## src/rtl/snn_pkg.sv

```systemverilog
`default_nettype none
// +--------------------------------------------------------------------------+
// | Package    : snn_pkg                                                     |
// | Description: Shared spiking-network definitions used by the MAC array,   |
// |              the spike encoder and the LIF neuron: default datapath      |
// |              widths, neuron state encoding and the membrane saturation   |
// |              constant.                                                   |
// | Revision   : 1.0 - initial release                                       |
// +--------------------------------------------------------------------------+
package snn_pkg;

  // Default datapath widths
  localparam int c_SUM_W = 21;   // unsigned MAC result per timestep
  localparam int c_MEM_W = 24;   // unsigned membrane potential
  localparam int c_CNT_W = 16;   // saturating spike counter

  // Largest representable membrane value at the default width
  localparam logic [c_MEM_W-1:0] c_MEM_SAT_MAX = {c_MEM_W{1'b1}};

  // Neuron operating state. REFRACT is only reachable in builds with the
  // refractory feature enabled.
  typedef enum logic [0:0] {
    INTEG   = 1'b0,
    REFRACT = 1'b1
  } lif_state_t;

endpackage : snn_pkg
`default_nettype wire

```

## src/rtl/lif_sat_add.sv

```systemverilog
`default_nettype none
// +--------------------------------------------------------------------------+
// | Module     : lif_sat_add                                                 |
// | Description: Purely combinational MEM_W-bit saturating unsigned adder.   |
// |              Adds the leaked membrane value to the zero-extended MAC     |
// |              sum and clamps the result at all-ones instead of wrapping.  |
// | Ports      : i_a   [MEM_W-1:0] leaked membrane potential                 |
// |              i_b   [SUM_W-1:0] MAC sum (unsigned)                        |
// |              o_sum [MEM_W-1:0] saturated sum                             |
// | Revision   : 1.0 - initial release                                       |
// +--------------------------------------------------------------------------+
module lif_sat_add
  import snn_pkg::*;
#(
  parameter int MEM_W = c_MEM_W,
  parameter int SUM_W = c_SUM_W   // must not exceed MEM_W
) (
  input  logic [MEM_W-1:0] i_a,
  input  logic [SUM_W-1:0] i_b,
  output logic [MEM_W-1:0] o_sum
);

  // One extra bit captures the carry out of the MEM_W-bit add.
  logic [MEM_W:0] w_full;

  assign w_full = {1'b0, i_a} + {{(MEM_W + 1 - SUM_W){1'b0}}, i_b};
  assign o_sum  = w_full[MEM_W] ? {MEM_W{1'b1}} : w_full[MEM_W-1:0];

endmodule : lif_sat_add
`default_nettype wire

```

## src/rtl/lif_neuron.sv

```systemverilog
`default_nettype none
// +--------------------------------------------------------------------------+
// | Module     : lif_neuron                                                  |
// | Description: Leaky integrate-and-fire neuron. Once per timestep          |
// |              (sumValid pulse) the membrane is leaked by v>>LEAK_SHIFT,   |
// |              the MAC sum is added with saturation, and the result is     |
// |              compared to threshIn. Crossing fires a one-cycle spike and  |
// |              resets the membrane.                                        |
// | Options    : LIF_REFRACTORY_EN - when defined, a spike is followed by    |
// |              REFRAC_STEPS timesteps during which sums are discarded.     |
// | Ports      : clk          rising-edge clock                              |
// |              rst_n        asynchronous active-low reset                  |
// |              sumIn        [SUM_W] MAC sum for the current timestep       |
// |              sumValid     one-cycle timestep strobe                      |
// |              threshIn     [MEM_W] firing threshold                       |
// |              clearIn      synchronous clear of all neuron state          |
// |              spikeOut     one-cycle spike pulse                          |
// |              membraneOut  [MEM_W] membrane potential register            |
// |              refractory   high while in the refractory state             |
// |              spikeCount   [CNT_W] saturating spike counter               |
// | Revision   : 1.0 - initial release                                       |
// +--------------------------------------------------------------------------+
module lif_neuron
  import snn_pkg::*;
#(
  parameter int SUM_W        = c_SUM_W,
  parameter int MEM_W        = c_MEM_W,
  parameter int LEAK_SHIFT   = 4,
  parameter int V_RESET      = 0,
  parameter int REFRAC_STEPS = 2,
  parameter int CNT_W        = c_CNT_W
) (
  input  logic             clk,
  input  logic             rst_n,
  input  logic [SUM_W-1:0] sumIn,
  input  logic             sumValid,
  input  logic [MEM_W-1:0] threshIn,
  input  logic             clearIn,
  output logic             spikeOut,
  output logic [MEM_W-1:0] membraneOut,
  output logic             refractory,
  output logic [CNT_W-1:0] spikeCount
);

  localparam logic [MEM_W-1:0] c_V_RESET = MEM_W'(V_RESET);

  // ---------------------------------------------------------------------
  // Registered neuron state
  // ---------------------------------------------------------------------
  logic [MEM_W-1:0] r_v;
  logic             r_spike;
  logic [CNT_W-1:0] r_count;

  logic [MEM_W-1:0] w_v_next;
  logic             w_spike_next;
  logic [CNT_W-1:0] w_count_next;

  // Datapath: leak, saturating add, threshold compare
  logic [MEM_W-1:0] w_leaked;
  logic [MEM_W-1:0] w_v_sum;
  logic             w_cross;
  logic             w_in_integ;

  // With LEAK_SHIFT = 0 this is v - v = 0, i.e. the old membrane is dropped.
  assign w_leaked = r_v - (r_v >> LEAK_SHIFT);

  lif_sat_add #(
    .MEM_W (MEM_W),
    .SUM_W (SUM_W)
  ) u_sat_add (
    .i_a   (w_leaked),
    .i_b   (sumIn),
    .o_sum (w_v_sum)
  );

  assign w_cross = (w_v_sum >= threshIn);

`ifdef LIF_REFRACTORY_EN
  // ---------------------------------------------------------------------
  // Refractory FSM: counts timesteps (not clock cycles) after a spike.
  // ---------------------------------------------------------------------
  localparam int                c_RC_W    = (REFRAC_STEPS > 1) ? $clog2(REFRAC_STEPS + 1) : 1;
  localparam logic [c_RC_W-1:0] c_RC_LOAD = c_RC_W'(REFRAC_STEPS);
  localparam logic [c_RC_W-1:0] c_RC_LAST = c_RC_W'(1);

  lif_state_t        r_state;
  lif_state_t        w_state_next;
  logic [c_RC_W-1:0] r_rcnt;
  logic [c_RC_W-1:0] w_rcnt_next;

  always_ff @(posedge clk or negedge rst_n) begin
    if (!rst_n) begin
      r_state <= INTEG;
      r_rcnt  <= '0;
    end else begin
      r_state <= w_state_next;
      r_rcnt  <= w_rcnt_next;
    end
  end

  always_comb begin
    w_state_next = r_state;
    w_rcnt_next  = r_rcnt;
    if (clearIn) begin
      w_state_next = INTEG;
      w_rcnt_next  = '0;
    end else if (sumValid) begin
      case (r_state)
        INTEG: begin
          if (w_cross && (REFRAC_STEPS > 0)) begin
            w_state_next = REFRACT;
            w_rcnt_next  = c_RC_LOAD;
          end
        end
        REFRACT: begin
          w_rcnt_next = r_rcnt - 1'b1;
          if (r_rcnt == c_RC_LAST) begin
            w_state_next = INTEG;
          end
        end
        default: begin
          w_state_next = INTEG;
          w_rcnt_next  = '0;
        end
      endcase
    end
  end

  assign w_in_integ = (r_state == INTEG);
  assign refractory = (r_state == REFRACT);
`else
  // No refractory period: every timestep integrates.
  assign w_in_integ = 1'b1;
  assign refractory = 1'b0;
`endif

  // ---------------------------------------------------------------------
  // Membrane, spike and counter next-state. Clear beats a coincident
  // timestep, which is dropped entirely. While refractory the membrane
  // simply holds (it is already V_RESET after the spike).
  // ---------------------------------------------------------------------
  always_comb begin
    w_v_next     = r_v;
    w_spike_next = 1'b0;
    w_count_next = r_count;
    if (clearIn) begin
      w_v_next     = c_V_RESET;
      w_count_next = '0;
    end else if (sumValid && w_in_integ) begin
      if (w_cross) begin
        w_v_next     = c_V_RESET;
        w_spike_next = 1'b1;
        if (r_count != {CNT_W{1'b1}}) begin
          w_count_next = r_count + 1'b1;
        end
      end else begin
        w_v_next = w_v_sum;
      end
    end
  end

  always_ff @(posedge clk or negedge rst_n) begin
    if (!rst_n) begin
      r_v     <= c_V_RESET;
      r_spike <= 1'b0;
      r_count <= '0;
    end else begin
      r_v     <= w_v_next;
      r_spike <= w_spike_next;
      r_count <= w_count_next;
    end
  end

  assign spikeOut    = r_spike;
  assign membraneOut = r_v;
  assign spikeCount  = r_count;

endmodule : lif_neuron
`default_nettype wire

```

## config.mk

```make
export PLATFORM = sky130hd
export DESIGN_NAME = lif_neuron
export DESIGN_NICKNAME = d
export VERILOG_FILES = /design/src/rtl/snn_pkg.sv /design/src/rtl/lif_sat_add.sv /design/src/rtl/lif_neuron.sv
export SDC_FILE = /design/constraint.sdc
export NUM_CORES = 1
export LEC_CHECK = 0
export ABC_CLOCK_PERIOD_IN_PS = 7300
export CORE_ASPECT_RATIO = 2
export CORE_UTILIZATION = 55
export CTS_CLUSTER_SIZE = 8
export DETAILED_ROUTE_END_ITERATION = 10
export PLACE_DENSITY = 0.83
export REMOVE_ABC_BUFFERS = 1
export SLEW_MARGIN = 20
export SYNTH_ARGS = -nofsm -noshare
export SYNTH_HDL_FRONTEND = slang
export SYNTH_HIERARCHICAL = 1
export SYNTH_SLANG_ARGS = --single-unit
```

## constraint.sdc

```tcl
create_clock -name clk -period 7.3 [get_ports clk]
set_clock_uncertainty 0.05 [all_clocks]
set_input_delay 1.095 -clock clk [delete_from_list [all_inputs] [get_ports clk]]
set_output_delay 1.095 -clock clk [all_outputs]
set_load 0.05 [all_outputs]
```

After elaboration in Yosys (flattened, before gate mapping):

Cells that the tools add are included.

* register bits after elaboration: 41
* bits of input ports: 49
* output and inout port bits: 42
* logic and storage cells: 23

* add/sub/neg operators: 3
* order comparisons: 1
* equality and inequality tests: 1
* multiplexer cells: 11
* reduce and logical (&&, ||, !) cells: 4

Operators by type and width (number)
* two-way mux 24 bit: 4
* two-way mux 16 bit: 4
* adder 24 x 21 -> 25 bit: 1
* >= comparator 24 bit: 1
* subtractor 24 x 20 -> 24 bit: 1
* adder 16 x 1 -> 16 bit, second input constant: 1
* inequality test 16 bit, second input constant: 1
* nonzero test 2 bit: 3
* two-way mux 1 bit: 3
* AND reduction 3 bit: 1

Logic depth before layout (Yosys ltp):

Gate-level depths: netlist of the first run.

* word-level depth: 7
* mapped depth: 29
* depth with buffers taken out: 26

Hierarchy:

The synthesis of the first run kept the hierarchy.

Modules (own cells, without submodules)
* lif_neuron: instances 1, cells each 410, area each 3594.7 µm², sequential area each 1026.0 µm²
* lif_sat_add: instances 1, cells each 220, area each 1535.2 µm², sequential area each 0.0 µm²

Worst setup path before layout of the first run:

No wires, ideal clock.

* path kind: register -> register
* start point: register r_v[4], in the netlist membraneOut[4]
* end point: register r_count[11], in the netlist spikeCount[11]
* setup time: 128 ps
* data arrival time: 5751 ps
* data required time: 7122 ps
* path slack: 1372 ps
* stages on the path, launching flop included: 24
* buffers on the path: 1
* clock period less this slack: 5928 ps
* path through: dfrtp_1 > ha_1 > fa_1 > nor2b_4 > o31a_1 > o41ai_4 > o21ai_2 > or3_1 > a31oi_1 > xnor2_1 > ha_1 > a21o_1 > a21o_1 > a221oi_1 > nand3_1 > nand3_1 > mux2_2 > ha_1 > nand4_1 > nor4_1 > a211oi_2 > buf_2 > nor4b_1 > mux2_1

* longest elaborated chain between the ends: 6

RTL lines
* start, declared: line lif_neuron.sv:50 `logic [MEM_W-1:0] r_v;`
* start signal, assigned: line lif_neuron.sv:164 `r_v <= c_V_RESET;`
* start signal, assigned: line lif_neuron.sv:168 `r_v <= w_v_next;`
* subtractor 24 x 20 -> 24 bit: line lif_neuron.sv:65 `assign w_leaked = r_v - (r_v >> LEAK_SHIFT);`
* named net w_leaked[18]: line lif_neuron.sv:59 `logic [MEM_W-1:0] w_leaked;`
* adder 24 x 21 -> 25 bit: line lif_sat_add.sv:26 `assign w_full = {1'b0, i_a} + {{(MEM_W + 1 - SUM_W){1'b0}}, i_b};`
* two-way mux 24 bit: line lif_sat_add.sv:27 `assign o_sum = w_full[MEM_W] ? {MEM_W{1'b1}} : w_full[MEM_W-1:0];`
* named net w_v_sum[23]: line lif_neuron.sv:60 `logic [MEM_W-1:0] w_v_sum;`
* >= comparator 24 bit: line lif_neuron.sv:76 `assign w_cross = (w_v_sum >= threshIn);`
* nonzero test 2 bit (no line)
* AND reduction 3 bit (no line)
* end signal, assigned: line lif_neuron.sv:170 `r_count <= w_count_next;`
* end, declared: line lif_neuron.sv:52 `logic [CNT_W-1:0] r_count;`

The timed path passes the listed nets, and every way through them passes these cells.
A chain may end at the register's enable or synchronous reset.

Worst setup path in the final report of the first run:

* start point: register r_v[4], in the netlist membraneOut[4]
* end point: register r_v[1], in the netlist membraneOut[1]

* longest elaborated chain between the ends: 7

RTL lines
* subtractor 24 x 20 -> 24 bit: line lif_neuron.sv:65
* named net w_leaked[18]: line lif_neuron.sv:59
* adder 24 x 21 -> 25 bit: line lif_sat_add.sv:26
* two-way mux 24 bit: line lif_sat_add.sv:27
* named net w_v_sum[0]: line lif_neuron.sv:60
* >= comparator 24 bit: line lif_neuron.sv:76
* two-way mux 24 bit: line lif_neuron.sv:150 `if (w_cross) begin`
* two-way mux 24 bit: line lif_neuron.sv:149 `end else if (sumValid && w_in_integ) begin`
* two-way mux 24 bit: line lif_neuron.sv:146 `if (clearIn) begin`

The timed path passes the listed nets, and every way through them passes these cells. The select of a mux whose other input is x is not followed.

==> flow_metrics.py, run 1 <==
metrics = {
    "route": {
        "routed_wl_um": 16300,
        "antenna_left": 0,
        "detailroute.via_count": 5280,
        "detail_route.wl_per_cell_um": 20.2,
        "post_drt_via_cell_ratio": 6.56,
        "remaining_drc_errors": 0,
        "first_pass_iters": 5,
        "drtIter0Drc": 286,
    },
    "synthesis": {
        "cell_types_occupying_the_most_area_after_synthesis": "sky130_fd_sc_hd__dfrtp_1 (20%), sky130_fd_sc_hd__ha_1 (16%), sky130_fd_sc_hd__inv_1 (4.7%)",
        "ys_warn_count": 6,
        "edff_count_synth": 0,
        "synthArstFlopShare_pct": 100,
        "synthCells": 630,
        "synthesis.area_sq_um": 5130,
        "ys.flop_type": "sky130_fd_sc_hd__dfrtp_1",
        "synth_top_area_share_pct": 20.0,
        "netlist.top_cell.by_area": "sky130_fd_sc_hd__dfrtp_1",
        "avgSynthCellArea_sq_um": 8.14,
        "synth_cell_types": 77,
        "ys_seq_elements": 41,
        "synth-seq-area-share_pct": 20.0,
    },
    "floorplanning": {
        "starting_density_of_the_core_pct": 56.9,
        "die_width_um": 70.3,
        "floorplan_row_count": 49,
        "ios": 91,
        "total_die_area_sq_um": 9740,
        "floorplan.core_area_sq_um": 9010,
        "die_y_um": 139,
    },
    "cts": {
        "clk_root_buffer_cell": "sky130_fd_sc_hd__clkbuf_16",
        "clock_sink_count": 41,
        "insertion_delay_ns": 0.29,
        "clock_path_buffers": 2,
        "hold_buffers": 0,
        "clkTransAtPathRegs_ns": 0.05,
        "htreeDepth": 2,
        "cts_resized": 0,
        "post-cts-setup-buffer-count": 0,
        "clock_tree_from_tritoncts": "yes",
        "cts_buffers": 5,
    },
    "final_layout": {
        "area_growth_syn_to_layout_pct": 21.2,
        "antenna_diode_count": 0,
        "fin_nets": 819,
        "mostFrequentLayoutCells": "sky130_fd_sc_hd__clkdlybuf4s50_1 (88), sky130_fd_sc_hd__ha_1 (66), sky130_fd_sc_hd__inv_1 (64), sky130_fd_sc_hd__nand2_1 (48), sky130_fd_sc_hd__nor2_1 (46)",
        "layout_commonest_cell": "sky130_fd_sc_hd__clkdlybuf4s50_1",
        "fraction_of_layout_cells_with_a_size_suffix_above_1_pct": 5.26,
    },
    "global_routing": {
        "maximum_number_of_pins_on_one_net_before_global_route_repair": 42,
        "grt_antenna_before_repair": 0,
        "globalRouteTotalUtil_pct": 33.5,
        "grt_pass1_vias": 5360,
        "overflow": 0,
        "grt_first_pass_wirelength_um": 25800,
    },
    "sta": {
        "setup_viol": 0,
        "final_period_minus_worst_setup_slack_ns": 6.99,
        "grt_setup_unrepaired": "false",
        "timing.setup.tns_ns": 0,
        "slew_headroom_pct": 33.4,
        "worst_pin_slew_ns": 0.984,
        "final-hold-violation-count": 0,
        "clock.fmax_mhz": 143,
        "report.final.slew_viol_count": 0,
        "period_share_pct": 95.8,
    },
    "critical_path": {
        "slowest_stage": "sky130_fd_sc_hd__or4_4",
        "worst-setup-path-type": "reg2reg",
        "cp_top_family": "compound AO/OA/AOI/OAI gates",
        "arrival_ns": 7.15,
        "worst_setup_path_end_kind": "register",
        "timing.critical_path.slowest_cell_delay_ns": 0.60,
        "crit_path_max_fanout": 24,
        "crit_buf_inv": 3,
        "timing.critical_path.required_ns": 7.46,
        "critical_path_most_common_cell": "sky130_fd_sc_hd__ha_1",
        "worstSetupStartpointType": "register",
    },
    "hold_path": {
        "type_of_the_most_critical_hold_path": "reg2reg",
    },
    "placed_design": {
        "dp_hpwl_um": 12900,
        "globalplace.congestion": 1.09,
        "buffer_ports.inserted": 89,
    },
    "job": {
        "drv.max_cap_violation_count": 0,
    },
    "outcome": {
        "status": "completed",
    },
}
per-stage QoR:
stage	setup WS, ns	cell area (sq um)	std cells	hold slack, ns	util, %
floorplan	0.525	4990	603	0.748	-
global placement	0.545	6030	797	0.462	66.9
detailed placement	0.453	6030	797	0.477	66.9
CTS	0.389	6200	805	0.489	68.8
global route	0.0266	6220	805	0.536	69.0
finish	0.310	6220	805	0.488	69.0
per-layer routing:
metal	global-route usage, %	vias up	part of all wire (%)
met5	0	-	0
met4	28.3	0	9.9
met3	3.71	102	4.0
met2	61.2	244	53
met1	32.0	2501	33
li1	-	2433	-
worst paths after layout:
path	startpoint	endpoint	slack (ns)	depth (start not counted)
max in group asynchronous	rst_n	membraneOut[2]	5.71	1
setup reg to reg	membraneOut[4]	membraneOut[1]	0.31	26
setup / recovery	membraneOut[4]	membraneOut[1]	0.31	26
min in group asynchronous	rst_n	spikeCount[5]	0.88	1
hold reg to reg	membraneOut[0]	membraneOut[0]	0.49	1
hold / removal	membraneOut[0]	membraneOut[0]	0.49	1
sequential cells by signal (all words and copies together) (netlist names):
name and flops:
membraneOut 24, spikeCount 16, spikeOut 1
area by class of cell:
cell class / count / area, sq um
clock buffers: 6 / 129
repair buffers: 92 / 908
fillers: 760 / 2800
well taps: 102 / 128
inverters: 64 / 240
clock inverters: 2 / 38.8
flip-flops and latches: 41 / 1030
multi-input cells: 498 / 3750
cells in the mapped netlist (all sizes together), types with 6 or more instances:
library cell and count:
a21oi 49, clkbuf 12, ha 66, a31oi 10, nor2b 15, nand2b 9
nand4 18, xnor2 19, xor2 13, o21bai 6, inv 64, nor4 9
buf 15, a21o 21, nand3 17, a22o 25, a211oi 6, nand2 48
mux2 11, nor3 9, o21ai 27, dfrtp 41, o31ai 8, nor2 46
logic make-up (layout without fill, tap and decap cells):
group	Yosys count	after routing	synth area share, %
AND/OR/NAND/NOR	199	199	20.1
AO/OA/AOI/OAI	185	185	27.3
buffers and inverters	91	164	7.34
adder cells (fa/ha/maj)	68	68	16.9
flip-flops	41	41	20.0
XOR/XNOR	32	32	5.46
multiplexers	13	13	2.80
other	1	1	0.0731
worst reg2reg max path, delay by kind of cell, from the launching register on:
family	cells	cell delay, ns
compound gates	11	2.63
xor+xnor	1	0.13
fa+ha+maj	4	1.19
simple gates	7	1.87
buf+inv	3	0.62
flops	1	0.44
Power of run 1 is left out: the tool's default activity adds up to more than one toggle a clock period on the data nets, which glitch-free logic cannot reach.
==> inputs of run 2 (changes only) <==
--- a/config.mk
+++ b/config.mk
@@ -11,6 +11,7 @@
 export CTS_CLUSTER_SIZE = 8
 export DETAILED_ROUTE_END_ITERATION = 10
 export PLACE_DENSITY = 0.83
+export RECOVER_POWER = 50
 export REMOVE_ABC_BUFFERS = 1
 export SLEW_MARGIN = 20
 export SYNTH_ARGS = -nofsm -noshare
==> flow_metrics.py, run 2 (synthesized netlist as in run 1, its figures left out) <==
metrics = {
    "hold_path": {
        "worst_hold_path.endpoint": "membraneOut[0]",
        "type_of_the_most_critical_hold_path": "reg2reg",
        "min_delay_path_depth": 1,
        "timing.hold.worst.start": "membraneOut[0]",
    },
    "outcome": {
        "violations": "max-capacitance violations, max-slew violations",
        "status": "complete, but fails checks",
    },
    "global_routing": {
        "grtUsageMet2_pct": 61.2,
        "overflow": 0,
        "grt.met3_usage_pct": 3.71,
        "grt-busiest-layer": "met2",
        "globalRouteTotalUtil_pct": 33.5,
        "grt_first_pass_wirelength_um": 25800,
        "maximum_number_of_pins_on_one_net_before_global_route_repair": 42,
        "grt_pass1_vias": 5360,
        "grt_antenna_before_repair": 0,
        "met1_usage_pct": 32.0,
    },
    "route": {
        "detailroute.via_count": 5279,
        "drtIter0Drc": 302,
        "first_pass_iters": 6,
        "post_drt_via_cell_ratio": 6.56,
        "antenna_left": 0,
        "detail_route.wl_per_cell_um": 20.2,
        "routed_wl_um": 16300,
        "remaining_drc_errors": 0,
    },
    "cts": {
        "clock_path_buffers": 2,
        "htreeDepth": 2,
        "clock_tree_from_tritoncts": "yes",
        "clkTransAtPathRegs_ns": 0.05,
        "post-cts-setup-buffer-count": 0,
        "insertion_delay_ns": 0.29,
        "clock_sink_count": 41,
        "clk_root_buffer_cell": "sky130_fd_sc_hd__clkbuf_16",
        "cts_buffers": 5,
    },
    "final_layout": {
        "fin_nets": 819,
        "area_growth_syn_to_layout_pct": 21.2,
        "layout_commonest_cell": "sky130_fd_sc_hd__clkdlybuf4s50_1",
        "fraction_of_layout_cells_with_a_size_suffix_above_1_pct": 5.12,
        "largest_reg_flops": 24,
        "mostFrequentLayoutCells": "sky130_fd_sc_hd__clkdlybuf4s50_1 (68), sky130_fd_sc_hd__ha_1 (66), sky130_fd_sc_hd__inv_1 (64), sky130_fd_sc_hd__nand2_1 (48), sky130_fd_sc_hd__nor2_1 (46)",
        "antenna_diode_count": 0,
    },
    "sta": {
        "grt_setup_unrepaired": "false",
        "timing.setup.tns_ns": 0,
        "period_share_pct": 95.6,
        "clock.fmax_mhz": 143,
        "final_period_minus_worst_setup_slack_ns": 6.98,
        "slew_headroom_pct": -48.8,
        "setup_viol": 0,
        "report.final.slew_viol_count": 42,
        "worst_pin_slew_ns": 2.23,
        "final-hold-violation-count": 0,
    },
    "placed_design": {
        "globalplace.congestion": 1.09,
        "buffer_ports.inserted": 89,
        "dp_hpwl_um": 12900,
    },
    "critical_path": {
        "crit_path_max_fanout": 24,
        "worst-setup-path-type": "reg2reg",
        "timing.critical_path.required_ns": 7.46,
        "critical_path.reg2reg.endpoint": "membraneOut[1]",
        "worstSetupStartpointType": "register",
        "regToRegStartpoint": "membraneOut[4]",
        "r2r_setup_slack_ns": 0.32,
        "worst_setup_path_end_kind": "register",
        "arrival_ns": 7.14,
        "worst_reg_to_reg_path_cell_count": 26,
    },
    "job": {
        "drv.max_cap_violation_count": 1,
    },
    "floorplanning": {
        "die_y_um": 139,
        "starting_density_of_the_core_pct": 56.9,
        "die_width_um": 70.3,
        "total_die_area_sq_um": 9740,
        "floorplan_row_count": 49,
        "ios": 91,
        "floorplan.core_area_sq_um": 9010,
    },
}
[run 2: cell count changes in the layout (fill, tap and decap cells not counted), sizes merged]
| cell | previous run | this run |
|---|---|---|
| dlygate4sd3 | 0 | 20 |
| buf | 4 | 3 |
| clkbuf | 6 | 7 |
| clkdlybuf4s50 | 88 | 68 |
[run 2: timing repair]
item	CTS	global route
resized for setup	0	1
hold endpoints to repair	0	0
hold buffers	0	0
setup endpoints to repair	0	1
[run 2: stage by stage]
stage	worst slack, ns	hold WS [ns]	util [%]	std cells	instance area [sq um]
2_1_floorplan	0.525	0.748	-	603	4990
3_3_place_gp	0.545	0.462	66.9	797	6030
6_report	0.324	0.483	69.0	805	6220
4_1_cts	0.389	0.489	68.8	805	6200
5_1_grt	0.0296	0.531	69.0	805	6220
3_5_place_dp	0.453	0.477	66.9	797	6030
[run 2: per-layer routing]
layer	share of wire, %	wire [um]	vias up
met3	4.2	686	100
met2	53	8670	250
li1	-	-	2434
met1	33	5300	2495
met4	9.9	1610	0
met5	0	0	-
[run 2: critical path, cell delays in order, from the launching register on]
cell	delay [ns]
sky130_fd_sc_hd__dfrtp_1	0.44
sky130_fd_sc_hd__ha_1	0.25
sky130_fd_sc_hd__fa_1	0.45
sky130_fd_sc_hd__nor2b_4	0.16
sky130_fd_sc_hd__o31a_1	0.23
sky130_fd_sc_hd__o41ai_4	0.10
sky130_fd_sc_hd__o21ai_2	0.28
sky130_fd_sc_hd__a31oi_1	0.16
sky130_fd_sc_hd__o41ai_1	0.33
sky130_fd_sc_hd__xnor2_1	0.19
sky130_fd_sc_hd__ha_1	0.44
sky130_fd_sc_hd__nand3_2	0.19
sky130_fd_sc_hd__or4_4	0.60
sky130_fd_sc_hd__a21oi_4	0.16
sky130_fd_sc_hd__o2111ai_4	0.36
sky130_fd_sc_hd__nand2b_1	0.29
sky130_fd_sc_hd__inv_1	0.07
sky130_fd_sc_hd__ha_1	0.26
sky130_fd_sc_hd__nand2b_1	0.14
sky130_fd_sc_hd__a21o_1	0.19
sky130_fd_sc_hd__a211oi_1	0.25
sky130_fd_sc_hd__o31ai_1	0.16
sky130_fd_sc_hd__a211oi_2	0.19
sky130_fd_sc_hd__buf_4	0.27
sky130_fd_sc_hd__and3b_1	0.20
sky130_fd_sc_hd__buf_4	0.29
sky130_fd_sc_hd__a22o_1	0.21
[run 2: final cells by class]
| cell class | count | area [sq um] |
|---|---|---|
| Clock buffer | 6 | 129 |
| Clock inverter | 2 | 38.8 |
| Fill cell | 760 | 2800 |
| Inverter | 64 | 240 |
| Multi-Input combinational cell | 498 | 3750 |
| Sequential cell | 41 | 1030 |
| Tap cell | 102 | 128 |
| Timing Repair Buffer | 92 | 907 |
[run 2: worst max-delay path by stage]
stage	startpoint	to	slack, ns	cells past startpoint
after floorplan	membraneOut[0]	membraneOut[0]	0.53	25
after global placement	membraneOut[4]	membraneOut[17]	0.55	26
after detailed placement	membraneOut[4]	spikeCount[13]	0.45	25
after CTS	membraneOut[4]	membraneOut[1]	0.39	26
after global routing	membraneOut[4]	membraneOut[1]	0.03	26
final	membraneOut[4]	membraneOut[1]	0.32	26
Power of run 2 is left out for the same reason.
==> inputs of run 3 (changes only) <==
--- a/config.mk
+++ b/config.mk
@@ -7,14 +7,13 @@
 export LEC_CHECK = 0
 export ABC_CLOCK_PERIOD_IN_PS = 7300
 export CORE_ASPECT_RATIO = 2
-export CORE_UTILIZATION = 55
+export CORE_UTILIZATION = 54
 export CTS_CLUSTER_SIZE = 8
 export DETAILED_ROUTE_END_ITERATION = 10
-export PLACE_DENSITY = 0.83
+export PLACE_DENSITY = 0.82
 export RECOVER_POWER = 50
 export REMOVE_ABC_BUFFERS = 1
 export SLEW_MARGIN = 20
 export SYNTH_ARGS = -nofsm -noshare
 export SYNTH_HDL_FRONTEND = slang
-export SYNTH_HIERARCHICAL = 1
 export SYNTH_SLANG_ARGS = --single-unit
==> flow_metrics.py, run 3 <==
metrics = {
    "cts": {
        "cts_buffers": 5,
        "clock_path_buffers": 2,
        "insertion_delay_ns": 0.29,
        "clk_root_buffer_cell": "sky130_fd_sc_hd__clkbuf_16",
        "clock_sink_count": 41,
        "htreeDepth": 2,
        "clkTransAtPathRegs_ns": 0.06,
        "hold_buffers": 0,
        "clock_tree_from_tritoncts": "yes",
        "post-cts-setup-buffer-count": 0,
    },
    "critical_path": {
        "critical_path_most_common_cell": "sky130_fd_sc_hd__a21o_1",
        "worst_setup_path_end_kind": "register",
        "worst_reg_to_reg_path_cell_count": 28,
        "worstSetupStartpointType": "register",
        "regToRegStartpoint": "membraneOut[5]",
        "timing.critical_path.to": "spikeCount[11]",
        "arrival_ns": 7.03,
        "cp-startpoint": "membraneOut[5]",
        "crit_buf_inv": 2,
        "critical_path.reg2reg.endpoint": "spikeCount[11]",
        "crit_path_max_fanout": 11,
        "timing.critical_path.required_ns": 7.39,
        "timing.critical_path.slowest_cell_delay_ns": 0.53,
        "cp.depth": 28,
        "cp_top_family": "compound AO/OA/AOI/OAI gates",
        "r2r_setup_slack_ns": 0.36,
        "worst-setup-path-type": "reg2reg",
        "slowest_stage": "sky130_fd_sc_hd__or4_1",
    },
    "synthesis": {
        "synthesis.area_sq_um": 4830,
        "synthCells": 587,
        "synthArstFlopShare_pct": 100,
        "synthMostInstantiatedCell": "sky130_fd_sc_hd__ha_1",
        "edff_count_synth": 0,
        "ys.flop_type": "sky130_fd_sc_hd__dfrtp_1",
        "avgSynthCellArea_sq_um": 8.23,
        "ys_seq_elements": 41,
        "synth_top_cells_by_count": "sky130_fd_sc_hd__ha_1 (66), sky130_fd_sc_hd__inv_1 (53), sky130_fd_sc_hd__nor2_1 (48), sky130_fd_sc_hd__a21oi_1 (42)",
        "synth-seq-area-share_pct": 21.2,
        "synth_top_area_share_pct": 21.2,
        "cell_types_occupying_the_most_area_after_synthesis": "sky130_fd_sc_hd__dfrtp_1 (21%), sky130_fd_sc_hd__ha_1 (17%), sky130_fd_sc_hd__xor2_1 (5.3%)",
        "synth_cell_types": 66,
        "ys_warn_count": 0,
        "netlist.top_cell.by_area": "sky130_fd_sc_hd__dfrtp_1",
    },
    "final_layout": {
        "fraction_of_layout_cells_with_a_size_suffix_above_1_pct": 4.94,
        "share_of_the_core_filled_with_cells_pct": 69.1,
        "fin_nets": 784,
        "layout_commonest_cell": "sky130_fd_sc_hd__clkdlybuf4s50_1",
        "mostFrequentLayoutCells": "sky130_fd_sc_hd__clkdlybuf4s50_1 (68), sky130_fd_sc_hd__ha_1 (66), sky130_fd_sc_hd__inv_1 (52), sky130_fd_sc_hd__nor2_1 (48)",
        "antenna_diode_count": 0,
        "area_growth_syn_to_layout_pct": 23.6,
        "largest_reg_flops": 24,
    },
    "route": {
        "detail_route.wl_per_cell_um": 19.2,
        "drtIter0Drc": 415,
        "antenna_left": 0,
        "first_pass_iters": 4,
        "post_drt_via_cell_ratio": 6.35,
        "remaining_drc_errors": 0,
        "routed_wl_um": 14800,
        "detailroute.via_count": 4874,
    },
    "job": {
        "drv.max_cap_violation_count": 1,
    },
    "global_routing": {
        "grt_pass1_vias": 4984,
        "met1_usage_pct": 34.7,
        "maximum_number_of_pins_on_one_net_before_global_route_repair": 42,
        "grt.met3_usage_pct": 3.96,
        "grtUsageMet2_pct": 59.3,
        "globalRouteTotalUtil_pct": 33.7,
        "grt_first_pass_wirelength_um": 23300,
        "overflow": 0,
        "grt-busiest-layer": "met2",
        "grt_antenna_before_repair": 0,
    },
    "sta": {
        "final_period_minus_worst_setup_slack_ns": 6.94,
        "setup_viol": 0,
        "slew_headroom_pct": -50.8,
        "worst_pin_slew_ns": 2.26,
        "period_share_pct": 95.0,
        "worst_hold_slack_ns": 0.479,
        "clock.fmax_mhz": 144,
        "report.final.slew_viol_count": 42,
        "final-hold-violation-count": 0,
    },
    "floorplanning": {
        "total_die_area_sq_um": 9350,
        "die_width_um": 68.9,
        "starting_density_of_the_core_pct": 55.9,
        "floorplan_row_count": 48,
        "die_y_um": 136,
        "floorplan.core_area_sq_um": 8650,
        "ios": 91,
    },
    "hold_path": {
        "type_of_the_most_critical_hold_path": "reg2reg",
        "timing.hold.worst.start": "membraneOut[22]",
    },
    "placed_design": {
        "globalplace.congestion": 0.882,
        "buffer_ports.inserted": 89,
        "dp_hpwl_um": 11900,
    },
    "outcome": {
        "status": "complete, but fails checks",
        "violations": "max-capacitance violations, max-slew violations",
    },
}
## run 3: cell types whose count changed after synthesis, moves of 7 or more
cell	before	now
sky130_fd_sc_hd__nor2b_1	14	6
sky130_fd_sc_hd__nand2_1	48	41
sky130_fd_sc_hd__xor2_1	13	29
sky130_fd_sc_hd__mux2_1	10	0
sky130_fd_sc_hd__a31oi_1	10	3
sky130_fd_sc_hd__inv_1	64	53
sky130_fd_sc_hd__o21ai_0	20	30
sky130_fd_sc_hd__o221ai_1	0	12
sky130_fd_sc_hd__buf_2	11	1
sky130_fd_sc_hd__a211oi_1	3	10
sky130_fd_sc_hd__nor4_1	9	0
sky130_fd_sc_hd__a22o_1	25	7
## run 3: how the worst min path moves through the flow
| stage | to | slack, ns | cells after the start |
|---|---|---|---|
| after floorplan | spikeCount[1] | 0.72 | 2 |
| after global placement | membraneOut[22] | 0.47 | 1 |
| after detailed placement | membraneOut[22] | 0.48 | 1 |
| after CTS | membraneOut[22] | 0.49 | 1 |
| after global routing | membraneOut[2] | 0.50 | 2 |
| final | membraneOut[22] | 0.48 | 1 |
## run 3: timing repair
item	CTS	global route
hold endpoints to repair	0	0
gates resized for setup	1	9
setup endpoints to repair	24	41
## run 3: per-layer routing
metal / vias up / wire length [um]
li1: 2308 / -
met1: 2347 / 5240
met2: 152 / 7960
met3: 67 / 547
met4: 0 / 1020
met5: - / 0
## run 3: cells by family (layout without fill, tap and decap cells)
| logic type | after synthesis | count (layout) | share of synthesized area [%] |
|---|---|---|---|
| xor+xnor | 48 | 48 | 8.99 |
| buf+inv | 72 | 153 | 6.40 |
| fa+ha+maj | 68 | 68 | 17.9 |
| flops | 41 | 41 | 21.2 |
| mux | 2 | 2 | 0.414 |
| simple gates | 174 | 174 | 18.6 |
| compound gates | 181 | 181 | 26.3 |
| other cells | 1 | 1 | 0.0776 |
## run 3: final cells by class
class                   count  area, sq um
multi-input cells         474         3540
well taps                 100          125
flip-flops and latches     41         1030
inverters                  53          199
fillers                   771         2680
clock buffers               7          143
clock inverters             1         30.0
repair buffers             92          907
## run 3: worst register-to-register path: cells and delay by family, from the launching register on
family | cells | cell delay, ns
adder cells (fa/ha/maj) | 3 | 0.90
AND/OR/NAND/NOR | 6 | 1.23
buffers and inverters | 2 | 0.35
XOR/XNOR | 2 | 0.41
AO/OA/AOI/OAI | 14 | 3.37
multiplexers | 1 | 0.10
flip-flops | 1 | 0.40
## run 3: stage by stage
step	worst slack [ns]	TNS [ns]	cell area, sq um	std cells
finish	0.364	0	5970	768
detailed placement	-0.102	-1.26	5750	760
global placement	-0.0102	-0.0294	5750	760
floorplan	0.495	0	4720	568
global route	-0.0329	-0.0435	5970	768
CTS	0.00987	0	5930	768
Power of run 3 is left out for the same reason.
==> RTL edit 1: new RTL, settings of run 1 <==
Build with the macro `LIF_REFRACTORY_EN` defined.
--- a/src/rtl/lif_neuron.sv
+++ b/src/rtl/lif_neuron.sv
@@ -21,4 +21,6 @@
 // | Revision   : 1.0 - initial release                                       |
 // +--------------------------------------------------------------------------+
+`define LIF_REFRACTORY_EN
+
 module lif_neuron
   import snn_pkg::*;
Check against the original RTL: not equivalent (a bounded check fails within 4 cycles, from zero or initial values and one cycle with rst_n low).
==> RTL edit 1 against run 1 <==
Area after synthesis up 4.7%. Wire length grew 4.9%. Critical path depth fell by 1. Sequential cell count grew 3. Cell area is 5.6% higher. Worst setup slack improved by 0.17 ns. Maximum frequency rose by 2.4%. Largest cell class unchanged. Critical path type unchanged.
Power is not shown: default switching activity piles up to over one toggle a cycle in this logic, so the estimate is an artifact.
==> RTL edit 1: results (changes against run 1) <==
met1 wire length = 5.85 mm (was 5.35 mm)
initial antenna violation count = 0 (unchanged)
fin cells = 871 (was 805)
routing usage on met1 = 33.0% (was 32.0%)
GRT Total Usage = 34.8% (was 33.5%)
grt met2 use = 63.6% (was 61.2%)
CP Max Fanout = 31 (was 24)
CP startpoint kind = flop (unchanged)
dpl ws = 0.156 ns (was 0.453 ns)
Inst Count DP = 863 (was 797)
sink of the worst hold path = r_rcnt[0] (was membraneOut[0])
DP HPWL = 14.1 mm (was 12.9 mm)
status = completed (unchanged)
R2R depth = 25 (was 26)
Root Driver = clkbuf_16 (unchanged)
total CTS buffers = 5 (unchanged)
WL final = 17.1 mm (was 16.3 mm)
CP max stage cell = a2111oi_2 (was or4_4)
CP Data Arrival Time = 7.00 ns (was 7.15 ns)
largest net degree at the start of global routing = 45 (was 42)
htree depth = 2 (unchanged)
Cells after Synth = 659 (was 630)
Antenna Cells = 0 (unchanged)
CP peak stage delay = 0.57 ns (was 0.60 ns)
WHS = 0.468 ns (was 0.488 ns)
Async S/R FF share, synth = 100% (unchanged)
sequential area share after synthesis = 20.5% (was 20.0%)
setup bufs post-CTS = 0 (unchanged)
Port-buffer cells = 90 (was 89)
r2r startpoint = membraneOut[10] (was membraneOut[4])
complex-gate fraction of the synthesized area = 29.5% (was 27.3%)
Slew headroom = 49.1% (was 33.4%)
mux contribution to synthesized area = 1.37% (was 2.80%)
post-synthesis adder-cell area fraction = 16.4% (was 16.9%)
library cells used by synthesis = 80 (was 77)
Commonest cells post-synth = ha_1, inv_1, nand2_1, a21oi_1, dfrtp_1 (was ha_1, inv_1, nand2_1, nor2_1, a21oi_1)
met3 Track Usage GR = 2.70% (was 3.71%)
DR iter-0 viols = 302 (was 286)
vias in the first global route = 5749 (was 5360)
reg-to-reg endpoint = membraneOut[7] (was membraneOut[1])
Hold Crit Start = r_rcnt[0] (was membraneOut[0])
Placed Area = 0.00640 mm^2 (was 0.00603 mm^2)
Post-Synth XOR/XNOR Area = 5.22% (was 5.46%)
Worst-path clk slew = 0.06 ns
cell depth of the worst hold path = 1 (unchanged)
largest cells by area after synthesis = dfrtp_1, ha_1, a21oi_1 (was dfrtp_1, ha_1, inv_1)
DRT Pass-1 Iters = 5 (unchanged)
worst setup slack after layout = 0.477 ns (was 0.310 ns)
layout cells sized above 1 = 7.29% (was 5.26%)
met3 wire len = 527 um (was 658 um)
first-pass GRT wire length = 27.4 mm (was 25.8 mm)
Final GP Congestion = 1.01 (was 1.09)
met2 wire len = 8.87 mm (was 8.67 mm)
via count = 5471 (was 5280)
top sig layer = met4 (unchanged)
-- RTL edit 1: changes by cell type after synthesis, moves of 4 or more --
cell,run 1,this run
o21a_1,4,9
mux2_1,10,0
a21oi_1,44,52
nand2_1,48,57
a31oi_1,10,5
or4_1,4,10
o31ai_1,7,11
nor2_1,46,39
o21ai_0,20,29
nor4_1,9,3
-- RTL edit 1: area by class of cell --
| class | instances | area [um^2] |
|---|---|---|
| fill | 776 | 2880 |
| timing repair buffer | 104 | 1030 |
| clock inverter | 2 | 15.0 |
| sequential | 44 | 1100 |
| inverter | 67 | 251 |
| tap | 130 | 163 |
| clock buffer | 6 | 139 |
| multi-input combinational | 518 | 3860 |
-- RTL edit 1: kinds of logic after synthesis --
kind of cell / Yosys count
buf+inv: 97
mux: 6
fa+ha+maj: 69
compound gates: 214
flops: 44
simple gates: 197
xor+xnor: 32
==> RTL edit 2: new RTL, config.mk and constraints of run 1 <==
Without the edit above. Register the inputs `sumIn` and `threshIn` before use, cleared by the reset. The logic sees them one clock later. The other inputs are not delayed to match. Comments in the files are not updated.
--- a/src/rtl/lif_neuron.sv
+++ b/src/rtl/lif_neuron.sv
@@ -45,4 +45,17 @@
   localparam logic [MEM_W-1:0] c_V_RESET = MEM_W'(V_RESET);
 
+  logic [SUM_W-1:0] sumIn_q;
+  logic [MEM_W-1:0] threshIn_q;
+
+  always_ff @(posedge clk or negedge rst_n) begin
+    if (!rst_n) begin
+      sumIn_q    <= '0;
+      threshIn_q <= '0;
+    end else begin
+      sumIn_q    <= sumIn;
+      threshIn_q <= threshIn;
+    end
+  end
+
   // ---------------------------------------------------------------------
   // Registered neuron state
@@ -70,9 +83,9 @@
   ) u_sat_add (
     .i_a   (w_leaked),
-    .i_b   (sumIn),
+    .i_b   (sumIn_q),
     .o_sum (w_v_sum)
   );
 
-  assign w_cross = (w_v_sum >= threshIn);
+  assign w_cross = (w_v_sum >= threshIn_q);
 
 `ifdef LIF_REFRACTORY_EN
Behaviour: not the same (a bounded check fails within 4 cycles, from zero or initial values and one cycle with rst_n low).
==> RTL edit 2 against run 1 <==
Cell area is 22% higher. Global-route usage is 0.85 points lower. Worst setup slack better by 0.0065 ns. Wire length is 15% higher. Critical endpoint is now membraneOut[4]. Die area is 21% higher. Sequential cell count is 45 higher. Area after synthesis is 22% higher.
Power is not shown: default switching activity piles up to over one toggle a cycle in this logic, so the estimate is an artifact.
==> RTL edit 2: results (changes against run 1) <==
Post-Synth XOR/XNOR Area = 4.48% (was 5.46%)
met1 wire length = 6.34 mm (was 5.35 mm)
layout cells sized above 1 = 6.33% (was 5.26%)
via count = 5611 (was 5280)
library cells used by synthesis = 77 (unchanged)
first-pass GRT wire length = 29.5 mm (was 25.8 mm)
synthesized area per cell = 9.27 um^2 (was 8.14 um^2)
met2 wire len = 9.96 mm (was 8.67 mm)
DP HPWL = 14.2 mm (was 12.9 mm)
complex-gate fraction of the synthesized area = 22.4% (was 27.3%)
worst slew pin tran = 0.985 ns (was 0.984 ns)
top sig layer = met4 (unchanged)
WL final = 18.7 mm (was 16.3 mm)
nets = 870 (was 819)
CP Data Arrival Time = 7.22 ns (was 7.15 ns)
mux contribution to synthesized area = 2.30% (was 2.80%)
DR iter-0 viols = 401 (was 286)
Final GP Congestion = 0.987 (was 1.09)
Commonest cells post-synth = dfrtp_1, ha_1, inv_1, nand2_1, nor2_1 (was ha_1, inv_1, nand2_1, nor2_1, a21oi_1)
post-synthesis adder-cell area fraction = 13.8% (was 16.9%)
routing usage on met1 = 31.5% (was 32.0%)
clock latency on the worst-skew pair = 0.35 ns (was 0.29 ns)
largest net degree at the start of global routing = 87 (was 42)
Port-buffer cells = 89 (unchanged)
status = completed (unchanged)
Worst-path clk slew = 0.07 ns (was 0.05 ns)
met3 Track Usage GR = 4.54% (was 3.71%)
sequential area share after synthesis = 34.4% (was 20.0%)
# Max-Cap Violations = 0 (unchanged)
GRT Total Usage = 32.6% (was 33.5%)
largest cells by area after synthesis = dfrtp_1, ha_1, inv_1 (unchanged)
CTS resizes = 0 (unchanged)
total CTS buffers = 9 (was 5)
initial antenna violation count = 0 (unchanged)
vias in the first global route = 5883 (was 5360)
met3 wire len = 846 um (was 658 um)
Inst Count DP = 881 (was 797)
num rows = 54 (was 49)
routed vias/inst = 6.25 (was 6.56)
fill count = 852 (was 760)
grt met2 use = 60.0% (was 61.2%)
Placed Area = 0.00721 mm^2 (was 0.00603 mm^2)
dpl ws = 0.486 ns (was 0.453 ns)
setup bufs post-CTS = 0 (unchanged)
htree depth = 3 (was 2)
[RTL edit 2: critical path, cell delays in order, from the launching register on]
cell       delay (ns)
dfrtp_1          0.44
ha_1             0.24
fa_1             0.31
nor2b_4          0.06
o31a_1           0.31
o41ai_4          0.34
o21ai_2          0.16
or3_1            0.37
a31oi_1          0.23
xnor2_1          0.15
ha_1             0.42
nand3_2          0.17
or4_4            0.59
a21oi_4          0.22
o2111ai_4        0.31
nand2b_1         0.24
inv_1            0.06
ha_1             0.26
nand2b_1         0.15
a21o_1           0.18
a211oi_1         0.35
o31ai_1          0.18
a211oi_2         0.21
buf_4            0.27
and3b_1          0.18
buf_4            0.27
a22o_1           0.19
[RTL edit 2: layout make-up]
type	count	area, um^2	area share [%]
Sequential cell	86	2150	28.5
Timing Repair Buffer	93	922	12.2
Clock inverter	6	77.6	1.03
Clock buffer	10	239	3.16
Inverter	64	240	3.18
Tap cell	140	175	2.32
Multi-Input combinational cell	499	3750	49.7
[RTL edit 2: cell families after synthesis]
family                   after synthesis
other                                  1
XOR/XNOR                              32
flip-flops                            86
multiplexers                          13
AND/OR/NAND/NOR                      199
AO/OA/AOI/OAI                        185
buffers and inverters                 91
adder cells (fa/ha/maj)               68
[RTL edit 2: path summary, 6_finish.rpt]
kind | startpoint | cells past startpoint | slack, ns | to
worst min register to register | membraneOut[23] | 1 | 0.51 | membraneOut[23]
worst min-delay path | membraneOut[23] | 1 | 0.51 | membraneOut[23]
max in group asynchronous | rst_n | 1 | 5.92 | sumIn_q[14]
worst max-delay path | membraneOut[4] | 26 | 0.32 | membraneOut[4]
worst max register to register | membraneOut[4] | 26 | 0.32 | membraneOut[4]
min in group asynchronous | rst_n | 1 | 0.74 | spikeCount[0]
